### config.mk
export PLATFORM = sky130hd
export DESIGN_NAME = i2c_tx_fifo_read_ctrl
export DESIGN_NICKNAME = d
export VERILOG_FILES = /design/src/rtl/i2c_tx_fifo_read_ctrl.sv
export SDC_FILE = /design/constraint.sdc
export NUM_CORES = 1
export LEC_CHECK = 0
export CORE_UTILIZATION = 46
export CTS_CLUSTER_DIAMETER = 100
export DETAILED_ROUTE_END_ITERATION = 6
export PLACE_DENSITY_LB_ADDON = 0.25
export SYNTH_ARGS = -nofsm -noshare
export SYNTH_HDL_FRONTEND = slang
export SYNTH_SLANG_ARGS = --single-unit
### constraint.sdc
create_clock -name clock_i -period 2.8 [get_ports clock_i]
set_clock_uncertainty 0.1 [all_clocks]
set_input_delay 0.28 -clock clock_i [delete_from_list [all_inputs] [get_ports clock_i]]
set_output_delay 0.28 -clock clock_i [all_outputs]
set_load 0.005 [all_outputs]
### src/rtl/i2c_tx_fifo_read_ctrl.sv
// I2C transmit FIFO read-side sequencer.
// Pops bytes, offers them to the shifter, tracks ACK/NACK and byte count.
module i2c_tx_fifo_read_ctrl #(
  parameter int data_size  = 8,
  parameter int count_size = 8
) (
  input  logic                  clock_i,
  input  logic                  reset_i,
  input  logic                  enable_i,
  input  logic                  start_i,
  input  logic                  abort_i,
  input  logic [count_size-1:0] length_i,
  input  logic                  fifo_empty_i,
  input  logic [data_size-1:0]  fifo_data_i,
  output logic                  fifo_read_en_o,
  output logic [data_size-1:0]  tx_data_o,
  output logic                  tx_valid_o,
  input  logic                  tx_ready_i,
  input  logic                  tx_done_i,
  input  logic                  tx_nack_i,
  output logic                  busy_o,
  output logic                  done_o,
  output logic                  nack_o,
  output logic                  underrun_o,
  output logic [count_size-1:0] bytes_left_o
);

  localparam logic [2:0] IDLE      = 3'd0;
  localparam logic [2:0] POP       = 3'd1;
  localparam logic [2:0] LOAD      = 3'd2;
  localparam logic [2:0] OFFER     = 3'd3;
  localparam logic [2:0] WAIT_DONE = 3'd4;
  localparam logic [2:0] FINISH    = 3'd5;

  localparam logic [count_size-1:0] count_zero = '0;
  localparam logic [count_size-1:0] count_one  =
    {{(count_size-1){1'b0}}, 1'b1};

  logic [2:0]            state;
  logic [2:0]            state_nxt;
  logic [count_size-1:0] count;
  logic                  nack_flag;
  logic                  start_ok;
  logic                  byte_ack;
  logic                  byte_nack;

  assign start_ok  = start_i && enable_i && !abort_i;
  assign byte_ack  = (state == WAIT_DONE) && tx_done_i && !tx_nack_i;
  assign byte_nack = (state == WAIT_DONE) && tx_done_i && tx_nack_i;

  always_comb begin
    state_nxt = state;
    case (state)
      IDLE: begin
        if (start_ok) begin
          state_nxt = (length_i == count_zero) ? FINISH : POP;
        end
      end
      POP: begin
        if (!fifo_empty_i) state_nxt = LOAD;
      end
      LOAD: state_nxt = OFFER;
      OFFER: begin
        if (tx_ready_i) state_nxt = WAIT_DONE;
      end
      WAIT_DONE: begin
        if (byte_nack) begin
          state_nxt = FINISH;
        end else if (byte_ack) begin
          state_nxt = (count == count_one) ? FINISH : POP;
        end
      end
      FINISH:  state_nxt = IDLE;
      default: state_nxt = IDLE;
    endcase
    if (abort_i) state_nxt = IDLE;
  end

  always_ff @(posedge clock_i or posedge reset_i) begin
    if (reset_i) begin
      state <= IDLE;
    end else begin
      state <= state_nxt;
    end
  end

  // Counter is only decremented on an ACKed byte; abort suppresses it.
  always_ff @(posedge clock_i or posedge reset_i) begin
    if (reset_i) begin
      count <= '0;
    end else if ((state == IDLE) && start_ok) begin
      count <= length_i;
    end else if (byte_ack && !abort_i) begin
      count <= count - count_one;
    end
  end

  always_ff @(posedge clock_i or posedge reset_i) begin
    if (reset_i) begin
      nack_flag <= 1'b0;
    end else if (abort_i || (state == FINISH)) begin
      nack_flag <= 1'b0;
    end else if (byte_nack) begin
      nack_flag <= 1'b1;
    end
  end

  always_ff @(posedge clock_i or posedge reset_i) begin
    if (reset_i) begin
      tx_data_o <= '0;
    end else if (state == LOAD) begin
      tx_data_o <= fifo_data_i;
    end
  end

  assign fifo_read_en_o = (state == POP) && !fifo_empty_i;
  assign underrun_o     = (state == POP) && fifo_empty_i;
  assign tx_valid_o     = (state == OFFER);
  assign busy_o         = (state != IDLE);
  assign done_o         = (state == FINISH) && !abort_i;
  assign nack_o         = done_o && nack_flag;
  assign bytes_left_o   = count;

endmodule

Yosys cells after proc, flatten, opt, wreduce, memory -nomap -nowiden
Cells that the tools add are included.
{"block": "word_totals", "register_bits": 20, "inputBits": 25, "output_inout_bits": 22}
{"block": "classes", "eq_ne": 10, "n_addsub": 1, "n_reduce_logical": 21, "n_mux": 13}
{"cell": "3-bit 2-to-1 mux", "count": 8}
{"cell": "8-bit 2-to-1 mux", "count": 2}
{"cell": "3-bit case mux with 5 select lines", "count": 1}
{"cell": "1-bit logical AND", "count": 11}
{"cell": "8-bit by 1-bit equality test with 1-bit output, second input constant", "count": 1}
{"cell": "8-bit zero test", "count": 1}
{"cell": "8-bit by 1-bit subtractor with 8-bit output, second input constant", "count": 1}
{"cell": "3-bit by 2-bit equality test with 1-bit output, second input constant", "count": 2}
{"cell": "3-bit equality test, second input constant", "count": 2}
{"cell": "3-bit != test, second input constant", "count": 2}
{"cell": "4-bit != test, second input constant", "count": 1}
{"cell": "4-bit AND reduction", "count": 1}
{"cell": "2-bit nonzero test", "count": 2}
{"cell": "3-bit by 1-bit equality test with 1-bit output, second input constant", "count": 1}
{"cell": "1-bit zero test", "count": 3}
{"cell": "3-bit zero test", "count": 1}
{"cell": "3-bit by 2-bit != test with 1-bit output, second input constant", "count": 1}
{"cell": "3-bit nonzero test", "count": 1}
{"cell": "1-bit 2-to-1 mux", "count": 2}
{"cell": "1-bit logical OR", "count": 1}

Depth between registers and ports, before layout
Gate-level depths: netlist (run 1).
{"block": "depth", "word_depth": 7, "mapped_depth": 6, "depth_no_buf": 5}

Worst setup path before layout (run 1)
Ideal clock, no wire load.
{"block": "synth_timing", "path_kind": "reg2reg", "startpoint": "register state[0]", "endpoint": "register count[4] (netlist: bytes_left_o[4])", "slack_ps": 886, "arrival_time_ps": 1689, "path_buffers": 1, "period_less_slack_ps": 1914, "path_stages_with_launch": 6, "required_ps": 2574, "path_cell_list": "dfrtp_1 > buf_6 > nor2_4 > nor4b_4 > mux2_2 > a221o_1"}
{"block": "synth_via", "elab_chain_cells": 5, "elab_cells_between_ends": 8, "cone_classes": "eq/ne: 1; mux: 1; reduce/logical: 6"}
{"element": "start, declared", "line_no": "39", "source": "logic [2:0] state;"}
{"element": "start signal, assigned", "line_no": "83", "source": "state <= state_nxt;"}
{"element": "3-bit equality test", "line_no": "48", "source": "assign byte_ack = (state == WAIT_DONE) && tx_done_i && !tx_nack_i;"}
{"element": "1-bit logical AND (2 in a row)", "line_no": "48"}
{"element": "1-bit logical AND", "line_no": "93", "source": "end else if (byte_ack && !abort_i) begin"}
{"element": "2-bit nonzero test (no source line)"}
{"element": "end signal, assigned", "line_no": "92", "source": "count <= length_i;"}
{"element": "end signal, assigned", "line_no": "94", "source": "count <= count - count_one;"}
{"element": "end, declared", "line_no": "41", "source": "logic [count_size-1:0] count;"}
Several ways; a longest one is shown, not always the timed one.
A chain may end at the register's enable or synchronous reset.

Worst setup path after layout (run 1)
{"block": "layout_timing", "startpoint": "register state[1]", "endpoint": "output port nack_o"}
{"block": "layout_via", "elab_chain_cells": 3}
{"element": "3-bit equality test", "line_no": "120", "source": "assign done_o = (state == FINISH) && !abort_i;"}
{"element": "1-bit logical AND", "line_no": "120"}
{"element": "1-bit logical AND", "line_no": "121", "source": "assign nack_o = done_o && nack_flag;"}
{"element": "end, declared", "line_no": "23", "source": "output logic nack_o,"}
No other way between the ends.

==> results of run 1 <==
==> area by class of cell <==
class | count | area (um^2) | share of cell area
Multi-Input combinational cell | 79 | 625.6 | 0.3610
Clock buffer | 3 | 22.52 | 0.01300
Timing Repair Buffer | 48 | 475.5 | 0.2744
Clock inverter | 1 | 30.03 | 0.01733
Tap cell | 30 | 37.54 | 0.02166
Sequential cell | 20 | 500.5 | 0.2888
Inverter | 11 | 41.29 | 0.02383
==> final timing paths <==
| check | start | end | slack [ps] | cells after the start |
|---|---|---|---|---|
| max in group asynchronous | reset_i | tx_data_o[5] | 1810 | 2 |
| min | reset_i | bytes_left_o[5] | 300 | 2 |
| max reg2reg | state[2] | bytes_left_o[2] | 520 | 4 |
| min reg2reg | tx_data_o[0] | tx_data_o[0] | 420 | 1 |
| min in group clock_i | tx_data_o[0] | tx_data_o[0] | 420 | 1 |
| max | state[1] | nack_o | 380 | 4 |
==> cells by family after synthesis <==
| group | count (synthesis) |
|---|---|
| muxes | 14 |
| and+or+nand+nor | 38 |
| adders and majority gates | 2 |
| buffers and inverters | 17 |
| DFF | 20 |
| AOI/OAI and AO/OA | 25 |
==> sequential cells by signal, summed over array words and instances (netlist names) <==
signal / flops
tx_data_o: 8
state: 3
nack_flag: 1
bytes_left_o: 8
==> Yosys cell counts, drive strengths merged, types with 3 or more instances <==
library cell	instances	area, um^2
nor3	6	40.04
a221o	4	40.04
o21ai	3	15.01
nor2	8	37.54
mux2	10	112.6
a21oi	4	20.02
inv	11	41.29
nor3b	3	27.52
buf	4	32.53
dfrtp	20	500.5
nor4	4	25.02
mux2i	4	40.04
nand2	6	30.03
==> power by group through the flow <==
stage,sequential [mW],clock (mW),combinational (mW)
6_report,0.451,0.238,0.410
5_1_grt,0.466,0.253,0.449
3_5_place_dp,0.456,0,0.408
4_1_cts,0.451,0.242,0.415
2_1_floorplan,0.448,0,0.163
3_3_place_gp,0.450,0,0.398
==> stage by stage <==
stage / cell area, um^2 / setup slack [ps]
6_report: 1733 / 384.9
5_1_grt: 1733 / 210.7
4_1_cts: 1733 / 373.9
3_5_place_dp: 1680 / 399.9
3_3_place_gp: 1680 / 462.8
2_1_floorplan: 1207 / 885.5
==> layer usage <==
layer	wire length, um	part of all wire	vias up
met1	1245	0.43	534
met4	12	0.0042	0
met5	0	0	-
li1	-	-	529
met3	166	0.057	2
met2	1465	0.51	43
==> results.json, run 1 <==
{
  "outcome": "completed",
  "grt_pass1_vias": 1031,
  "cts_tree": "yes",
  "cpPeakStageDelay_ps": 540,
  "synth_cells": 116,
  "synth.area.mux_share": 0.1264,
  "die_h_um": 53.23,
  "yosys_register_bits": 20,
  "relSlewSlack": 0.4868,
  "fmax_mhz": 414.1,
  "grt_usage": 0.2230,
  "final_max_slew_viol_count": 0,
  "grt_pass1_wl_um": 4567,
  "seq_power_share": 0.410,
  "clk_latency_ps": 310,
  "wl_per_cell_um": 15.05,
  "viasPerCell": 5.771,
  "yosys_warnings": 0,
  "synth_top_family_by_area": "simple AND/OR/NAND/NOR gates",
  "clockBufferDepth": 2,
  "setup_tns_ps": 0,
  "worst_pin_slew_ps": 768.9,
  "grt_util_met1": 0.2819,
  "io_pins": 47,
  "post-route-period-util": 0.8625,
  "cts.repair.resized": 0,
  "synth_edf_count": 0,
  "synthXorXnorAreaFrac": 0,
  "p_leak_nw": 0.7127,
  "clkPwrFrac": 0.216,
  "row_count": 18,
  "fin_nets": 190,
  "synthSimpleGateAreaFrac": 0.2155,
  "swShare": 0.2795,
  "p_int_uw": 791.5,
  "grt_antenna_before_repair": 0,
  "synth_flop_cell": "dfrtp_1",
  "numClockSinks": 20,
  "overflow": 0,
  "routed_wl_um": 2890,
  "synth-compound-area-share": 0.1554,
  "rsz0062_at_grt": "no",
  "cp_max_fo": 13,
  "ys_seq_area_frac": 0.4145,
  "num_vias": 1108,
  "cts-root-buf": "clkbuf_4",
  "switchingPower_uw": 307.1,
  "max_cap_violations": 0,
  "arrival_ps": 2040,
  "startpoint_type": "flip-flop",
  "final_common_cell": "clkdlybuf4s50_1",
  "ys_async_sr_fraction": 1.000,
  "path_buf_inv": 1,
  "synth_fa_ha_area_frac": 0.02073,
  "path_cells": "nand2b_1 > nor3b_1 > and2_1 > clkdlybuf4s50_1",
  "power_density_nw_per_um2": 634.0,
  "power_mw": 1.099,
  "nFillCells": 200,
  "path_class": "flip-flop to output port",
  "h-tree-depth": 1,
  "worst_hold_slack_ps": 298.2,
  "place_congestion": 0.8274,
  "path_delay_family": "simple AND/OR/NAND/NOR gates",
  "ir_worst_vdd_v": 0.0005443,
  "final_cells": 192,
  "dpl.hpwl_um": 2147,
  "hold_buffers": 0,
  "die_w_um": 53.23,
  "postCtsSetupBuffers": 0,
  "ant_nets": 0,
  "finalHoldViolCount": 0,
  "grt_start_max_net_pins": 21,
  "io_buffers": 46,
  "cp.required_ps": 2420,
  "dr.pass1.iters": 4,
  "mostFrequentLayoutCells": "clkdlybuf4s50_1 (46), dfrtp_1 (20), inv_1 (10), mux2_2 (9), nor2_1 (7)",
  "dp.cells": 188,
  "areaGrowthSynthToFinish_pct": 43.52,
  "drive_above_1_share": 0.1420,
  "clk_pin_slew_worst_paths_ps": 120,
  "cp_slowest_cell": "dfrtp_1",
  "drc": 0,
  "synth_area_um2": 1207,
  "die_area_um2": 2833,
  "synthDistinctLibCells": 43,
  "syn-num-nets": 143,
  "end_kind": "output port",
  "drt_iter0_markers": 32,
  "avgSynthCellArea_um2": 10.41,
  "setup_viol": 0,
  "grt_use_met3": 0.04598,
  "hp-class": "primary input to asynchronous set/reset pin",
  "insertedDiodeCount": 0,
  "period_needed_ps": 2415,
  "postLayoutCoreUtil": 0.6995,
  "cts_buffers": 3,
  "core_um2": 2477,
  "pwr-share-comb": 0.373,
  "busiest_layer": "met2",
  "grtUsageMet2": 0.3875,
  "initial_core_util": 0.4874
}
Note: power is estimated with default switching activity, not from simulation.
==> inputs of run 2 (changes only) <==
Settings changed: TNS_END_PERCENT set to 10.
==> results of run 2 <==
No change in the layout: final DEF, timing and power equal those of run 1.
==> edit 1 (config.mk and constraints of run 1) <==
Reset style: synchronous (`reset_i`), changed in 4 clocked blocks.
--- a/src/rtl/i2c_tx_fifo_read_ctrl.sv
+++ b/src/rtl/i2c_tx_fifo_read_ctrl.sv
@@ -78,3 +78,3 @@
 
-  always_ff @(posedge clock_i or posedge reset_i) begin
+  always_ff @(posedge clock_i) begin
     if (reset_i) begin
@@ -87,3 +87,3 @@
   // Counter is only decremented on an ACKed byte; abort suppresses it.
-  always_ff @(posedge clock_i or posedge reset_i) begin
+  always_ff @(posedge clock_i) begin
     if (reset_i) begin
@@ -97,3 +97,3 @@
 
-  always_ff @(posedge clock_i or posedge reset_i) begin
+  always_ff @(posedge clock_i) begin
     if (reset_i) begin
@@ -107,3 +107,3 @@
 
-  always_ff @(posedge clock_i or posedge reset_i) begin
+  always_ff @(posedge clock_i) begin
     if (reset_i) begin
Behaviour: differs if reset_i is asserted again (counterexample within 4 cycles, from zero or initial values and one cycle with reset_i high); with reset_i held inactive, the same outputs for 10 cycles.
==> edit 1 against run 1 <==
- area after synthesis shrank 7.9%
- sequential cell count unchanged
- count of clock-buffer cells in the layout did not move
- routed wire length about the same
- sequential share of layout area shrank 4.4 points
- design area down 5.6%
- non-clock buffer count shrank 1
- register-to-register slack improved by 450 ps
- die area shrank 7.6%
- setup slack better by 69 ps
- critical path type unchanged
- largest cell class unchanged
Power is not compared: it rests on default switching activity, and its combinational part moved more than twofold at a synthesized area within 25%.
==> edit 1: results (changes against run 1) <==
| Metric | Value |
|---|---|
| Placement Cell Area | 0.00158 mm2 (was 0.00168 mm2) |
| Vias in the first global route | 1113 (was 1031) |
| Total GRT Usage | 24.1% (was 22.3%) |
| Post-synthesis mux area share | 7.20% (was 12.6%) |
| Leak | 0.000547 uW |
| Share of layout cells above drive strength 1 | 6.36% (was 14.2%) |
| Hold WS | 407 ps (was 298 ps) |
| Clock Path Buffers | 2 (unchanged) |
| Mapped Nets | 157 (was 143) |
| Resized Gates After CTS | 0 (unchanged) |
| Combinational Power Share | 14.6% |
| Worst min path class | flip-flop to flip-flop (was input port to async pin) |
| GRT overflow | 0 (unchanged) |
| DR WL met3 | 198 um (was 166 um) |
| Seq/Total Area, Yosys | 36.0% (was 41.5%) |
| Compound-cell area share of the yosys netlist | 19.8% (was 15.5%) |
| WL/cell | 14.4 um (was 15.1 um) |
| # port buffers | 46 (unchanged) |
| # fillers | 193 (was 200) |
| Setup WS pre-CTS | 710 ps (was 400 ps) |
| DR iter-0 viols | 23 (was 32) |
| Met1 usage | 28.4% (was 28.2%) |
| Largest net degree at the start of global routing | 23 (was 21) |
| Outcome | finished, final reports clean (unchanged) |
| Total design power | 636 uW |
| Non-filler instance count after layout | 201 (was 192) |
| Slew HR | 46.7% (was 48.7%) |
| Vias per inst | 5.85 (was 5.77) |
| Post-Synth Adder-Cell Area | 2.25% (was 2.07%) |
| Ant. Diodes | 0 (unchanged) |
| Layout area overhead | 47.0% (was 43.5%) |
| Met2 Use GR | 39.9% (was 38.8%) |
| Async S/R FF share, synth | 0% (was 100%) |
| Sw Ratio | 23.0% |
| Ys flop type | dfxtp_1 (was dfrtp_1) |
| Max FO, Critical Path | 11 (was 13) |
| First-pass GRT wire length | 4730 um (was 4570 um) |
| GR Util met3 | 5.06% (was 4.60%) |
| Synth top area cells | dfxtp_1, mux2i_1, nor2_1 (was dfrtp_1, mux2_2, a221o_1) |
| Top Layer Used | met4 (unchanged) |
| Commonest cells post-synth | dfxtp_1, nor2_1, nand2_1 (was dfrtp_1, inv_1, mux2_2) |
| Routability Congestion | 0.857 (was 0.827) |
| WP data arrival | 1970 ps (was 2040 ps) |
| DP HPWL | 2050 um (was 2150 um) |
| Synth Warn # | 0 (unchanged) |
| Met1 wire length | 1230 um (was 1250 um) |
| Routed wl met2 | 1380 um (was 1470 um) |
| Post-Syn Instances | 130 (was 116) |
| R2R setup slack | 970 ps (was 520 ps) |
==> edit 1: cell type report <==
type / count / area share, %
Clock buffer: 3 / 1.38
Clock inverter: 1 / 1.84
Inverter: 4 / 0.918
Multi-Input combinational cell: 98 / 40.6
Sequential cell: 20 / 24.5
Tap cell: 28 / 2.14
Timing Repair Buffer: 47 / 28.6
==> edit 1: worst max-delay path, cell delays in order, from the launching register on <==
cell and delay (ps):
dfxtp_1 550, nor2b_1 280, nand2_1 80, nor2_1 130, and2_1 140, clkdlybuf4s50_1 490
==> edit 1: worst paths after layout <==
| check | depth (start not counted) | endpoint | from |
|---|---|---|---|
| worst min-delay path | 2 | tx_data_o[3] | tx_data_o[3] |
| worst max register to register | 4 | state[2] | bytes_left_o[3] |
| worst max-delay path | 5 | nack_o | state[2] |
| worst min register to register | 2 | tx_data_o[3] | tx_data_o[3] |
==> edit 2 (flow settings as in run 1) <==
Made on the original files. Change the parameter `count_size` from 8 to 4.
--- a/src/rtl/i2c_tx_fifo_read_ctrl.sv
+++ b/src/rtl/i2c_tx_fifo_read_ctrl.sv
@@ -4,3 +4,3 @@
   parameter int data_size  = 8,
-  parameter int count_size = 8
+  parameter int count_size = 4
 ) (
Ports: changed (resized bytes_left_o and length_i); port bits go from 47 to 39. No check against the original RTL was run, so the function may have changed too.
==> edit 2 against run 1 <==
- area after synthesis is 27% lower
- setup slack better by 62 ps
- sequential cell count is 4 lower
- via count is 29% lower
- routed wire length is 23% lower
- design area is 25% lower
- critical path type unchanged
- final cell count is 24% lower
- highest routed layer unchanged
- hold slack worse by 34 ps
- power is 3.7% higher
- sequential share of layout area is 1.9 points higher
- clock power is 34% lower
- largest power group is now combinational cells
==> edit 2: results (changes against run 1) <==
| Metric | Value |
|---|---|
| Share of layout cells above drive strength 1 | 13.3% (was 14.2%) |
| Seq/Total Area, Yosys | 45.6% (was 41.5%) |
| Leak | 0.000548 uW (was 0.000713 uW) |
| Clock Path Buffers | 2 (unchanged) |
| Most flops, register | tx_data_o |
| Synth unique cells | 30 (was 43) |
| Clock slew at reported path FFs | 100 ps (was 120 ps) |
| Largest net degree at the start of global routing | 17 (was 21) |
| Max IR drop VDD | 0.000514 V (was 0.000544 V) |
| Vias per inst | 5.44 (was 5.77) |
| Clk Latency, worst-skew pair | 300 ps |
| Total GRT Usage | 24.0% (was 22.3%) |
| WP data arrival | 1970 ps (was 2040 ps) |
| Worst slew pin tran | 683 ps (was 769 ps) |
| Vias in the first global route | 766 (was 1031) |
| Routability Congestion | 0.828 (was 0.827) |
| Max FO, Critical Path | 9 (was 13) |
| Clock root buffer | clkbuf_4 (unchanged) |
| Initial antenna violation count | 0 (unchanged) |
| Mapped Nets | 104 (was 143) |
| Worst min path class | input port to async pin (unchanged) |
| Worst R2R Start | state[2] (unchanged) |
| Fin nets | 144 (was 190) |
| Synth top area cells | dfrtp_1, mux2_2, a211oi_1 (was dfrtp_1, mux2_2, a221o_1) |
| Post-Route WL | 2220 um (was 2890 um) |
| Async S/R FF share, synth | 100% (unchanged) |
| R2R setup slack | 880 ps (was 520 ps) |
| Ant. Diodes | 0 (unchanged) |
| # port buffers | 38 (was 46) |
| Synth Warn # | 0 (unchanged) |
| DP HPWL | 1620 um (was 2150 um) |
| Reg2reg end | bytes_left_o[2] (unchanged) |
| Outcome | finished, final reports clean (unchanged) |
| First-pass GRT wire length | 3450 um (was 4570 um) |
| Tcrit/Tclk final | 84.0% (was 86.3%) |
| Htree depth | 1 (unchanged) |
| DR iter-0 viols | 8 (was 32) |
| Total CTS buffers | 3 (unchanged) |
| Router iterations before antenna repair | 4 (unchanged) |
| Commonest cells post-synth | dfrtp_1, mux2_2, nor2_1 (was dfrtp_1, inv_1, mux2_2) |
edit 2: stage by stage:
stage	power (uW)	hold slack, ps	instance area (um2)	instances	worst slack (ps)
finish	1140	264	1300	145	447
global route	1210	327	1300	145	340
CTS	1150	288	1300	145	446
detailed placement	986	399	1260	141	649
global placement	958	390	1260	141	676
floorplan	705	93.7	878	81	1040
edit 2: worst max-delay path by stage:
stage,startpoint,end
floorplan,state[2],bytes_left_o[2]
global placement,abort_i,nack_o
detailed placement,abort_i,nack_o
CTS,state[2],nack_o
global route,state[2],nack_o
finish,state[2],nack_o
edit 2: worst max-delay path: stages (launching register included):
cell             delay, ps
dfrtp_1                530
inv_1                  110
nor2_1                 220
and3_1                 200
and2_1                 120
clkdlybuf4s50_1        490
edit 2: cells by family after synthesis:
group | Yosys count | share of synthesized area, %
adder cells (fa/ha/maj) | 2 | 2.85
flip-flops | 16 | 45.6
buffers and inverters | 8 | 5.27
AO/OA/AOI/OAI | 16 | 13.8
multiplexers | 10 | 12.5
AND/OR/NAND/NOR | 29 | 19.9
edit 2: area by class of cell:
cell class	count	area [um2]
fillers	144	465
inverters	5	18.8
multi-input cells	57	432
flip-flops and latches	16	400
repair buffers	38	380
well taps	25	31.3
clock buffers	4	36.3
edit 2: metal layers:
metal / vias up / wire length, um / global-route usage (%)
met4: 0 / 25 / 8.82
met3: 4 / 113 / 4.76
met5: - / 0 / 0
met2: 27 / 1170 / 41.1
met1: 377 / 912 / 29.7
li1: 381 / - / -
edit 2: power breakdown:
| group | total (uW) | internal (uW) | switching [uW] |
|---|---|---|---|
| combinational | 548 | 351 | 197 |
| sequential | 434 | 332 | 102 |
| clock | 157 | 79.3 | 78.1 |
